### src/rtl/datapath_sequencer_if.sv
// Instruction handshake and datapath control bundle for datapath_sequencer.
// master = instruction source / datapath side, slave = the sequencer.
interface datapath_sequencer_if #(
  parameter int WORDSIZE = 64,
  parameter int SIZE     = 32
);
  logic                instr_valid;
  logic [SIZE-1:0]     instruction;
  logic                instr_ready;
  logic [4:0]          rf_addr_a;
  logic [4:0]          rf_addr_b;
  logic [4:0]          rf_write_addr;
  logic                rf_write_enable;
  logic                alu_op;
  logic                alu_src_imm;
  logic [WORDSIZE-1:0] imm;
  logic                dm_read;
  logic                dm_write_enable;
  logic                wb_src_mem;
  logic                done;
  logic                illegal;

  modport master (
    output instr_valid, instruction,
    input  instr_ready, rf_addr_a, rf_addr_b, rf_write_addr, rf_write_enable,
           alu_op, alu_src_imm, imm, dm_read, dm_write_enable, wb_src_mem,
           done, illegal
  );

  modport slave (
    input  instr_valid, instruction,
    output instr_ready, rf_addr_a, rf_addr_b, rf_write_addr, rf_write_enable,
           alu_op, alu_src_imm, imm, dm_read, dm_write_enable, wb_src_mem,
           done, illegal
  );
endinterface

### src/rtl/datapath_sequencer.sv
// Multi-cycle DECODE/EXEC/MEM/WB sequencer for the 64-bit RF/ALU/DM datapath.
// Optional retire/illegal counters are built when SEQ_RETIRE_COUNT_EN is defined.
module datapath_sequencer #(
  parameter int WORDSIZE = 64,
  parameter int SIZE     = 32,
  parameter int MEM_WAIT = 0
) (
  input  logic                  clk,
  input  logic                  rst,
  datapath_sequencer_if.slave   bus
`ifdef SEQ_RETIRE_COUNT_EN
  ,
  output logic [31:0]           retired_count,
  output logic [15:0]           illegal_count
`endif
);

  typedef enum logic [2:0] {IDLE, DECODE, EXEC, MEM, WB} state_e;
  typedef enum logic [2:0] {K_ADD, K_SUB, K_ADDI, K_LD, K_SD, K_ILL} kind_e;

  typedef struct packed {
    logic instr_ready;
    logic rf_write_enable;
    logic alu_op;
    logic alu_src_imm;
    logic dm_read;
    logic dm_write_enable;
    logic wb_src_mem;
    logic done;
    logic illegal;
  } ctrl_t;

  localparam logic [6:0] OP_R    = 7'b0110011;
  localparam logic [6:0] OP_ADDI = 7'b0010011;
  localparam logic [6:0] OP_LD   = 7'b0000011;
  localparam logic [6:0] OP_SD   = 7'b0100011;
  localparam logic [3:0] MEM_WAIT_C = 4'(MEM_WAIT);

  function automatic kind_e kind_of(input logic [SIZE-1:0] ins);
    kind_e k;
    k = K_ILL;
    case (ins[6:0])
      OP_R: begin
        if (ins[14:12] == 3'b000 && ins[31:25] == 7'h00) k = K_ADD;
        else if (ins[14:12] == 3'b000 && ins[31:25] == 7'h20) k = K_SUB;
        else k = K_ILL;
      end
      OP_ADDI: k = (ins[14:12] == 3'b000) ? K_ADDI : K_ILL;
      OP_LD:   k = (ins[14:12] == 3'b011) ? K_LD : K_ILL;
      OP_SD:   k = (ins[14:12] == 3'b011) ? K_SD : K_ILL;
      default: k = K_ILL;
    endcase
    return k;
  endfunction

  function automatic logic [WORDSIZE-1:0] imm_of(input logic [SIZE-1:0] ins);
    logic [11:0] raw;
    raw = 12'h000;
    case (kind_of(ins))
      K_ADDI, K_LD: raw = ins[31:20];
      K_SD:         raw = {ins[31:25], ins[11:7]};
      default:      raw = 12'h000;
    endcase
    return {{(WORDSIZE-12){raw[11]}}, raw};
  endfunction

  // Control levels for the cycle spent in state st; cnt is the wait count held in that cycle.
  function automatic ctrl_t ctrl_of(input state_e st, input kind_e k,
                                    input logic [3:0] cnt, input logic [4:0] rd);
    ctrl_t c;
    c = '0;
    case (st)
      IDLE:   c.instr_ready = 1'b1;
      DECODE: c.illegal = (k == K_ILL);
      EXEC: begin
        c.alu_op      = (k == K_SUB);
        c.alu_src_imm = (k == K_ADDI) || (k == K_LD) || (k == K_SD);
      end
      MEM: begin
        c.alu_src_imm     = 1'b1;
        c.dm_read         = (k == K_LD);
        c.dm_write_enable = (k == K_SD);
        c.done            = (k == K_SD) && (cnt == 4'd0);
      end
      WB: begin
        c.rf_write_enable = (rd != 5'd0);
        c.wb_src_mem      = (k == K_LD);
        c.done            = 1'b1;
      end
      default: c = '0;
    endcase
    return c;
  endfunction

  state_e              state_r;
  logic [SIZE-1:0]     ir_r;
  logic [WORDSIZE-1:0] imm_r;
  logic [3:0]          cnt_r;
  ctrl_t               ctrl_r;
  kind_e               kind_s;
  logic [4:0]          rd_s;

  assign kind_s = kind_of(ir_r);
  assign rd_s   = ir_r[11:7];

  // Sequencer FSM; control outputs are registered for the state being entered.
  always_ff @(posedge clk or posedge rst) begin
    if (rst) begin
      state_r <= IDLE;
      ir_r    <= '0;
      imm_r   <= '0;
      cnt_r   <= 4'd0;
      ctrl_r  <= ctrl_of(IDLE, K_ILL, 4'd0, 5'd0);
    end else begin
      case (state_r)
        IDLE: begin
          if (bus.instr_valid) begin
            ir_r    <= bus.instruction;
            imm_r   <= imm_of(bus.instruction);
            state_r <= DECODE;
            ctrl_r  <= ctrl_of(DECODE, kind_of(bus.instruction), cnt_r, bus.instruction[11:7]);
          end else begin
            ctrl_r  <= ctrl_of(IDLE, kind_s, cnt_r, rd_s);
          end
        end
        DECODE: begin
          if (kind_s == K_ILL) begin
            state_r <= IDLE;
            ctrl_r  <= ctrl_of(IDLE, kind_s, cnt_r, rd_s);
          end else begin
            state_r <= EXEC;
            ctrl_r  <= ctrl_of(EXEC, kind_s, cnt_r, rd_s);
          end
        end
        EXEC: begin
          if (kind_s == K_LD || kind_s == K_SD) begin
            state_r <= MEM;
            cnt_r   <= MEM_WAIT_C;
            ctrl_r  <= ctrl_of(MEM, kind_s, MEM_WAIT_C, rd_s);
          end else begin
            state_r <= WB;
            ctrl_r  <= ctrl_of(WB, kind_s, cnt_r, rd_s);
          end
        end
        MEM: begin
          if (cnt_r != 4'd0) begin
            cnt_r  <= cnt_r - 4'd1;
            ctrl_r <= ctrl_of(MEM, kind_s, cnt_r - 4'd1, rd_s);
          end else if (kind_s == K_LD) begin
            state_r <= WB;
            ctrl_r  <= ctrl_of(WB, kind_s, cnt_r, rd_s);
          end else begin
            state_r <= IDLE;
            ctrl_r  <= ctrl_of(IDLE, kind_s, cnt_r, rd_s);
          end
        end
        WB: begin
          state_r <= IDLE;
          ctrl_r  <= ctrl_of(IDLE, kind_s, cnt_r, rd_s);
        end
        default: begin
          state_r <= IDLE;
          ctrl_r  <= ctrl_of(IDLE, K_ILL, 4'd0, 5'd0);
        end
      endcase
    end
  end

  assign bus.instr_ready     = ctrl_r.instr_ready;
  assign bus.rf_addr_a       = ir_r[19:15];
  assign bus.rf_addr_b       = ir_r[24:20];
  assign bus.rf_write_addr   = ir_r[11:7];
  assign bus.rf_write_enable = ctrl_r.rf_write_enable;
  assign bus.alu_op          = ctrl_r.alu_op;
  assign bus.alu_src_imm     = ctrl_r.alu_src_imm;
  assign bus.imm             = imm_r;
  assign bus.dm_read         = ctrl_r.dm_read;
  assign bus.dm_write_enable = ctrl_r.dm_write_enable;
  assign bus.wb_src_mem      = ctrl_r.wb_src_mem;
  assign bus.done            = ctrl_r.done;
  assign bus.illegal         = ctrl_r.illegal;

`ifdef SEQ_RETIRE_COUNT_EN
  // Retire counter wraps; illegal counter saturates.
  always_ff @(posedge clk or posedge rst) begin
    if (rst) begin
      retired_count <= 32'd0;
      illegal_count <= 16'd0;
    end else begin
      if (ctrl_r.done) retired_count <= retired_count + 32'd1;
      else retired_count <= retired_count;
      if (ctrl_r.illegal && illegal_count != 16'hFFFF) illegal_count <= illegal_count + 16'd1;
      else illegal_count <= illegal_count;
    end
  end
`endif

endmodule

### src/flat_wrapper.sv
// flat-port wrapper written by rule: the top's interface ports become plain ports
module datapath_sequencer_flat 
#(
  parameter int WORDSIZE = 64,
  parameter int SIZE     = 32,
  parameter int MEM_WAIT = 0
)
  (clk, rst, bus_instr_valid, bus_instruction, bus_instr_ready, bus_rf_addr_a, bus_rf_addr_b, bus_rf_write_addr, bus_rf_write_enable, bus_alu_op, bus_alu_src_imm, bus_imm, bus_dm_read, bus_dm_write_enable, bus_wb_src_mem, bus_done, bus_illegal);
  datapath_sequencer_if #(.WORDSIZE(WORDSIZE), .SIZE(SIZE)) bus_i ();
  input  logic clk;
  input  logic rst;
  input wire logic [$bits(bus_i.instr_valid)-1:0] bus_instr_valid;
  input wire logic [$bits(bus_i.instruction)-1:0] bus_instruction;
  output wire logic [$bits(bus_i.instr_ready)-1:0] bus_instr_ready;
  output wire logic [$bits(bus_i.rf_addr_a)-1:0] bus_rf_addr_a;
  output wire logic [$bits(bus_i.rf_addr_b)-1:0] bus_rf_addr_b;
  output wire logic [$bits(bus_i.rf_write_addr)-1:0] bus_rf_write_addr;
  output wire logic [$bits(bus_i.rf_write_enable)-1:0] bus_rf_write_enable;
  output wire logic [$bits(bus_i.alu_op)-1:0] bus_alu_op;
  output wire logic [$bits(bus_i.alu_src_imm)-1:0] bus_alu_src_imm;
  output wire logic [$bits(bus_i.imm)-1:0] bus_imm;
  output wire logic [$bits(bus_i.dm_read)-1:0] bus_dm_read;
  output wire logic [$bits(bus_i.dm_write_enable)-1:0] bus_dm_write_enable;
  output wire logic [$bits(bus_i.wb_src_mem)-1:0] bus_wb_src_mem;
  output wire logic [$bits(bus_i.done)-1:0] bus_done;
  output wire logic [$bits(bus_i.illegal)-1:0] bus_illegal;
  assign bus_i.instr_valid = bus_instr_valid;
  assign bus_i.instruction = bus_instruction;
  assign bus_instr_ready = bus_i.instr_ready;
  assign bus_rf_addr_a = bus_i.rf_addr_a;
  assign bus_rf_addr_b = bus_i.rf_addr_b;
  assign bus_rf_write_addr = bus_i.rf_write_addr;
  assign bus_rf_write_enable = bus_i.rf_write_enable;
  assign bus_alu_op = bus_i.alu_op;
  assign bus_alu_src_imm = bus_i.alu_src_imm;
  assign bus_imm = bus_i.imm;
  assign bus_dm_read = bus_i.dm_read;
  assign bus_dm_write_enable = bus_i.dm_write_enable;
  assign bus_wb_src_mem = bus_i.wb_src_mem;
  assign bus_done = bus_i.done;
  assign bus_illegal = bus_i.illegal;
  datapath_sequencer #(.WORDSIZE(WORDSIZE), .SIZE(SIZE), .MEM_WAIT(MEM_WAIT)) u_core (.clk(clk), .rst(rst), .bus(bus_i));
endmodule
### config.mk
export PLATFORM = sky130hd
export DESIGN_NAME = datapath_sequencer_flat
export DESIGN_NICKNAME = d
export VERILOG_FILES = /design/src/rtl/datapath_sequencer_if.sv /design/src/rtl/datapath_sequencer.sv /design/src/flat_wrapper.sv
export SDC_FILE = /design/constraint.sdc
export NUM_CORES = 1
export LEC_CHECK = 0
export CORE_ASPECT_RATIO = 0.75
export CORE_UTILIZATION = 35
export CTS_CLUSTER_SIZE = 30
export DETAILED_ROUTE_END_ITERATION = 16
export GPL_ROUTABILITY_DRIVEN = 1
export PLACE_DENSITY_LB_ADDON = 0.12
export SLEW_MARGIN = 0
export SYNTH_ARGS = -nofsm -noshare
export SYNTH_HDL_FRONTEND = slang
export SYNTH_SLANG_ARGS = --single-unit
export TNS_END_PERCENT = 50
### constraint.sdc
create_clock -name clk -period 2.5 [get_ports clk]
set_input_delay 0.5 -clock clk [delete_from_list [all_inputs] [get_ports clk]]
set_output_delay 0.5 -clock clk [all_outputs]
set_load 0.01 [all_outputs]
# [Word level (Yosys, flattened, before mapping)]
# Index checks and enable logic that the tools add are counted.
[op_classes] add_sub_neg=1 n_eq_ne=28 muxes=30 n_reduce_logical=21
[op_table] operator="7-bit by 6-bit == test with 1-bit output, second input constant" n=6
[op_table] operator="3-bit two-way mux" n=14
[op_table] operator="9-bit two-way mux" n=4
[op_table] operator="3-bit case mux with 4 select lines" n=3
[op_table] operator="9-bit case mux with 4 select lines" n=1
[op_table] operator="3-bit by 2-bit == test with 1-bit output, second input constant" n=8
[op_table] operator="12-bit case mux with 2 select lines" n=1
[op_table] operator="7-bit by 2-bit == test with 1-bit output, second input constant" n=2
[op_table] operator="7-bit by 5-bit == test with 1-bit output, second input constant" n=2
[op_table] operator="7-bit zero test" n=2
[op_table] operator="3-bit == test, second input constant" n=4
[op_table] operator="3-bit zero test" n=3
[op_table] operator="4-bit two-way mux" n=2
[op_table] operator="8-bit two-way mux" n=1
[op_table] operator="4-bit case mux with 2 select lines" n=1
[op_table] operator="3-bit by 1-bit == test with 1-bit output, second input constant" n=2
[op_table] operator="1-bit logical AND" n=5
[op_table] operator="5-bit nonzero test" n=1
[op_table] operator="4-bit zero test" n=1
[op_table] operator="2-bit by 1-bit != test with 1-bit output, second input constant" n=2
[op_table] operator="2-bit != test, second input constant" n=2
[op_table] operator="2-bit AND reduction" n=2
[op_table] operator="4-bit nonzero test" n=1
[op_table] operator="4-bit by 1-bit subtractor with 4-bit output, second input constant" n=1
[op_table] operator="other kinds (6)" n=9
[totals] register_bits=60 inputBits=35 output_inout_bits=88 wordCells=93

# [Depth between registers and ports, before layout]
# Gate-level depths: netlist (run 1).
[depth] word_depth=10 ltp_mapped=7

# [Least setup slack after synthesis (run 1)]
# OpenSTA, ideal clock, no wires.
[synth_timing] path_kind="reg2out" startpoint="register, netlist name u_core.bus.imm[11]" endpoint="output port bus_imm[12]" arrival_ns=1.412 required_time_ns=2.000 path_slack_ns=0.588 stages_incl_launch_ff=2 path_buffers=1 cell_sequence="dfrtp_1 > buf_4"
[synth_rtl] element="to (decl)" line_no="flat_wrapper.sv:21" source="output wire logic [$bits(bus_i.imm)-1:0] bus_imm;"

==> results of run 1 <==
## metrics by stage
stage	hold WS, ns	setup slack (ns)	instance area (µm²)
floorplan	0.446	0.517	3170
global placement	0.458	0.254	4010
detailed placement	0.461	0.211	4010
CTS	0.474	0.279	4280
global route	0.493	0.189	4280
finish	0.469	0.314	4280
## Yosys cell counts (all sizes together) (2+ instances only)
cell type  number  area share
or4             2      0.0059
nor4b           4       0.018
nand2         103        0.12
buf            72        0.17
nand2b          2      0.0039
o21ai          11       0.017
a311oi          2      0.0055
nor4            4      0.0099
a2111oi         3       0.014
clkbuf         10       0.012
a22o            9       0.025
inv             7      0.0083
nand4           2      0.0039
nor3            4      0.0063
a21oi           6      0.0095
a22oi           5       0.012
nand3b          2      0.0047
nor2           13       0.015
and3            2      0.0039
ha              2      0.0079
nand3           3      0.0047
dfrtp          59        0.47
## final cells by class
class | count | share of cell area
Sequential cell | 60 | 0.351
Multi-Input combinational cell | 195 | 0.251
Inverter | 7 | 0.00614
Timing Repair Buffer | 127 | 0.297
Clock buffer | 13 | 0.0608
Clock inverter | 2 | 0.00234
Tap cell | 108 | 0.0316
## registers in the layout, indices dropped and copies added (netlist names)
name	count
u_core.state_r	3
u_core.bus.rf_write_enable	1
u_core.bus.wb_src_mem	1
u_core.bus.dm_read	1
u_core.cnt_r	4
u_core.bus.alu_op	1
u_core.bus.illegal	1
u_core.bus.instr_ready	1
u_core.bus.dm_write_enable	1
u_core.bus.done	1
u_core.bus.alu_src_imm	1
u_core.ir_r	32
u_core.bus.imm	12
## cells by family after synthesis
group	after synthesis	share of synthesized area
muxes	2	0.00671
DFF	60	0.474
xor gates and xnor gates	2	0.00553
buffers and inverters	89	0.189
AOI/OAI and AO/OA	42	0.0995
adders and majority gates	2	0.00789
and+or+nand+nor	147	0.217
## power breakdown
| group | switching, µW | total, µW | internal (µW) |
|---|---|---|---|
| clock network | 414 | 1130 | 715 |
| registers | 237 | 1500 | 1260 |
| logic | 490 | 988 | 498 |
| total | 1140 | 3620 | 2480 |
## metal layers
layer | global-route usage | part of all wire | wire, µm | up-vias
li1 | - | - | - | 1185
met1 | 0.226 | 0.50 | 3560 | 1111
met2 | 0.222 | 0.41 | 2940 | 90
met3 | 0.0693 | 0.080 | 567 | 5
met4 | 0.0516 | 0.0060 | 43 | 0
met5 | 0 | 0 | 0 | -
## worst max-delay path by stage
stage	from	endpoint	slack [ns]	cells after the start
floorplan	rst	u_core.bus.alu_op	0.52	1
global placement	bus_instruction[2]	u_core.bus.imm[1]	0.25	5
detailed placement	bus_instruction[2]	u_core.bus.imm[1]	0.21	5
CTS	u_core.bus.imm[11]	bus_imm[20]	0.28	2
global route	u_core.bus.imm[11]	bus_imm[20]	0.19	2
finish	u_core.bus.imm[11]	bus_imm[20]	0.31	2
## worst max-delay path: stages, from the launching register on
cell and delay [ns]:
dfrtp_1 0.34, buf_4 0.37, clkdlybuf4s50_1 0.63
==> run_results.csv, run 1 <==
group,metric,value,unit
detailed_routing,drc_errors,8,
detailed_routing,ant_nets,0,
timing,rsz0062_at_grt,"false",
synthesis,ys_seq_area_frac,0.474,
timing,finalHoldViolations,0,
timing,worstMarginPinSlew,0.511,ns
detailed_routing,drtIter0Drc,75,
layout,syn2layout_area_growth,35.0,%
floorplanning,io_pins,123,
hold_path,min-delay-start,"u_core.ir_r[17]",
synthesis,ys_seq_elements,60,
worst_setup_path,r2r_slack,0.53,ns
timing,period_needed,2.19,ns
worst_setup_path,rr_worst_depth,6,
grt,antenna_found_initial,0,
layout,drive_gt1_frac,0.0693,
timing,setup_viol,0,
clocking,cts_tree,"built",
clocking,hold_buffers,0,
worst_setup_path,cp-start-kind,"flop",
synthesis,yosysWarnings,0,
detailed_routing,viasPerCell,4.67,
layout,postLayoutCoreUtil,0.496,
layout,seq_area,0.00150,mm²
clocking,clk_pin_slew,0.05,ns
floorplanning,die_w,112,µm
detailed_routing,wl_per_cell,13.9,µm
hold_path,min_path_cells,2,
power,power,3620,µW
clocking,cts_root_buf,"clkbuf_16",
grt,grt.total_usage,0.161,
layout,layout_commonest_cell,"clkdlybuf4s50_1",
clocking,clk_latency,0.33,ns
grt,grt_pass1_vias,2280,
power,irDropWorstVdd,0.457,mV
timing,drv_slew,0,
clocking,postCtsSetupBuffers,0,
clocking,cts_max_level,3,
place,dp_hpwl,4990,µm
outcome,status,"complete, but fails checks",
timing,maxSlewHeadroom,0.655,
run,cap_viol_max_count,0,
place,portBuffers,122,
clocking,cts_made_buffers,9,
detailed_routing,num_vias,2391,
worst_setup_path,critPathKind,"flop to primary output",
floorplanning,rows,29,
worst_setup_path,cp.required,2.00,ns
synthesis,postSynth.topFlopCell,"dfrtp_1",
layout,antenna_cells,0,
floorplanning,core_area,0.00864,mm²
hold_path,hold_path_class,"flop to flop",
power,p_leak,0.00186,µW
worst_setup_path,r2r_end,"u_core.bus.alu_src_imm",
synthesis,postSynthCellCount,344,
place,place.gp.congestion,0.812,
worst_setup_path,endpoint_kind,"primary output",
synthesis,yosysUniqueCellTypes,47,
place,dpl.cell_count,497,
floorplanning,fp.dieArea,0.00945,mm²
synthesis,ys_async_sr_fraction,1.00,
outcome,violations,"DRC",
timing,period_share,0.875,
synthesis,synth_fp_nets,381,
grt,grt_pass1_wl,11800,µm
layout,fin_nets,437,
worst_setup_path,reg2reg_from,"u_core.cnt_r[0]",
layout,stdcell_count,512,
clocking,cts_sinks,60,
worst_setup_path,cp_max_fo,53,
power,p_per_area,845,mW/mm²
clocking,cts_max_path_buffers,2,
layout,multi_input_comb_area,0.00108,mm²
timing,finClkSkew,0.00759,ns
floorplanning,start_util,0.367,
timing,fmax,0.457,GHz
worst_setup_path,critPathArrivalTime,1.69,ns
grt,grt_overflow,0,
synthesis,synth_edf_count,0,
hold_path,worst_hold_path.endpoint,"u_core.ir_r[17]",
timing,fin_setup_tns,0,ns
clocking,cts_resized,0,
synthesis,netlist_area,0.00317,mm²
layout,nFillCells,821,
grt,grt_max_degree,61,
layout,final_cell_mix,"clkdlybuf4s50_1 (122), nand2_1 (103), dfrtp_1 (59)",
detailed_routing,dr.pass1.iters,12,
synthesis,synth_area_per_cell,9.22,µm²
floorplanning,die_h,84.4,µm
detailed_routing,wl,7110,µm
(Power assumes the default switching activity.)
==> run 2: changes to the inputs <==
--- a/config.mk
+++ b/config.mk
@@ -6,11 +6,12 @@
 export NUM_CORES = 1
 export LEC_CHECK = 0
 export CORE_ASPECT_RATIO = 0.75
-export CORE_UTILIZATION = 35
+export CORE_UTILIZATION = 43
 export CTS_CLUSTER_SIZE = 30
 export DETAILED_ROUTE_END_ITERATION = 16
 export GPL_ROUTABILITY_DRIVEN = 1
 export PLACE_DENSITY_LB_ADDON = 0.12
+export SETUP_SLACK_MARGIN = 0.1
 export SLEW_MARGIN = 0
 export SYNTH_ARGS = -nofsm -noshare
 export SYNTH_HDL_FRONTEND = slang
==> run_results.csv, run 2 (synthesized netlist as in run 1, its figures left out) <==
group,metric,value,unit
layout,final_cell_mix,"clkdlybuf4s50_1 (122), nand2_1 (103), dfrtp_1 (59)",
layout,antenna_cells,0,
timing,period_share,0.869,
clocking,hold_buffers,0,
clocking,cts_tree,"built",
timing,worstMarginPinSlew,0.524,ns
floorplanning,die_w,101,µm
layout,nFillCells,627,
floorplanning,rows,26,
power,p_leak,0.00184,µW
hold_path,min-delay-start,"u_core.ir_r[27]",
clocking,cts_root_buf,"clkbuf_8",
grt,grt_overflow,0,
run,cap_viol_max_count,0,
worst_setup_path,r2r_slack,0.59,ns
timing,fin_setup_tns,0,ns
place,dpl.cell_count,488,
grt,antenna_found_initial,0,
detailed_routing,viasPerCell,4.77,
detailed_routing,wl_per_cell,13.5,µm
place,place.gp.congestion,0.759,
clocking,cts_max_path_buffers,2,
worst_setup_path,r2r_end,"u_core.bus.alu_src_imm",
worst_setup_path,critPathArrivalTime,1.67,ns
power,p_per_area,799,mW/mm²
worst_setup_path,rr_worst_depth,6,
worst_setup_path,reg2reg_from,"u_core.cnt_r[1]",
clocking,cts_resized,0,
grt,grt_pass1_wl,11100,µm
hold_path,min_path_cells,2,
detailed_routing,num_vias,2405,
clocking,clk_latency,0.33,ns
clocking,clk_pin_slew,0.06,ns
hold_path,hold_path_class,"flop to flop",
place,portBuffers,122,
detailed_routing,wl,6790,µm
timing,rsz0062_at_grt,"false",
timing,drv_slew,0,
power,irDropWorstVdd,0.501,mV
worst_setup_path,endpoint_kind,"primary output",
worst_setup_path,cp-start-kind,"flop",
clocking,cts_made_buffers,9,
layout,drive_gt1_frac,0.0764,
layout,stdcell_count,504,
timing,fmax,0.460,GHz
floorplanning,fp.dieArea,0.00772,mm²
detailed_routing,dr.pass1.iters,4,
worst_setup_path,cpPeakStageDelay,0.62,ns
detailed_routing,drc_errors,0,
timing,maxSlewHeadroom,0.645,
timing,period_needed,2.17,ns
worst_setup_path,cpMaxStageDelayCell,"clkdlybuf4s50_1",
worst_setup_path,crit_chain,"buf_4 -> clkdlybuf4s50_1",
layout,fin_nets,438,
hold_path,worst_hold_path.endpoint,"u_core.ir_r[27]",
worst_setup_path,cp.required,2.00,ns
worst_setup_path,critPathKind,"flop to primary output",
worst_setup_path,cp_max_fo,53,
clocking,cts_max_level,3,
grt,grt_max_degree,61,
timing,finClkSkew,0.00906,ns
floorplanning,io_pins,123,
floorplanning,core_area,0.00696,mm²
detailed_routing,drtIter0Drc,97,
floorplanning,die_h,76.4,µm
timing,setup_viol,0,
layout,layout_commonest_cell,"clkdlybuf4s50_1",
clocking,postCtsSetupBuffers,0,
floorplanning,start_util,0.455,
grt,grt.total_usage,0.187,
layout,syn2layout_area_growth,32.8,%
place,dp_hpwl,4840,µm
clocking,cts_sinks,60,
layout,regMostFlops,"u_core.ir_r",
detailed_routing,ant_nets,0,
outcome,status,"finished, final reports clean",
timing,finalHoldViolations,0,
layout,largest_reg_flops,32,
grt,grt_pass1_vias,2229,
[run 2: worst max path at each step]
| stage | to | slack [ns] | cells past startpoint | start |
|---|---|---|---|---|
| floorplan | u_core.bus.alu_op | 0.52 | 1 | rst |
| global placement | u_core.bus.imm[1] | 0.26 | 5 | bus_instruction[2] |
| detailed placement | u_core.bus.imm[1] | 0.16 | 5 | bus_instruction[2] |
| CTS | bus_imm[29] | 0.29 | 2 | u_core.bus.imm[11] |
| global route | bus_imm[40] | 0.19 | 2 | u_core.bus.imm[11] |
| finish | bus_imm[33] | 0.33 | 2 | u_core.bus.imm[11] |
[run 2: per-stage QoR]
stage / total power (µW) / worst slack (ns) / instance area (µm²) / hold slack [ns] / util
final: 3360 / 0.326 / 4210 / 0.473 / 0.605
after global routing: 3600 / 0.193 / 4210 / 0.498 / 0.605
after CTS: 3410 / 0.287 / 4210 / 0.478 / 0.605
after detailed placement: 2510 / 0.161 / 4010 / 0.462 / 0.575
after global placement: 2490 / 0.259 / 4010 / 0.458 / 0.575
after floorplan: 2180 / 0.517 / 3170 / 0.446 / -
[run 2: final cells by class]
cell class                 instances  area, µm²  share of cell area
clock inverter                     4       47.5              0.0113
clock buffer                      12        155              0.0369
multi-input combinational        195       1080               0.256
tap                               98        123              0.0291
sequential                        60       1500               0.357
inverter                           7       26.3             0.00624
timing repair buffer             128       1280               0.304
[run 2: report_power, final]
part           internal, µW  switching [µW]  total, µW
registers              1260             233       1500
logic                   499             491        991
clock network           512             366        878
[run 2: metal layers]
layer	global-route usage	vias up	wire length [µm]
met3	0.0761	2	482
met4	0.0478	0	21
li1	-	1187	-
met1	0.264	1130	3280
met2	0.265	86	3000
met5	0	-	0
[run 2: critical path, delay by kind of cell, from the launching register on]
family / cells / cell delay, ns
flip-flops: 1 / 0.34
buffers and inverters: 2 / 0.99
==> run 3: changes to the inputs <==
--- a/config.mk
+++ b/config.mk
@@ -6,6 +6,7 @@
 export NUM_CORES = 1
 export LEC_CHECK = 0
 export CORE_ASPECT_RATIO = 0.75
+export CORE_MARGIN = 1
 export CORE_UTILIZATION = 43
 export CTS_CLUSTER_SIZE = 30
 export DETAILED_ROUTE_END_ITERATION = 16
==> results of run 3 <==
The final DEF is identical to that of run 2; final timing and power are the same.
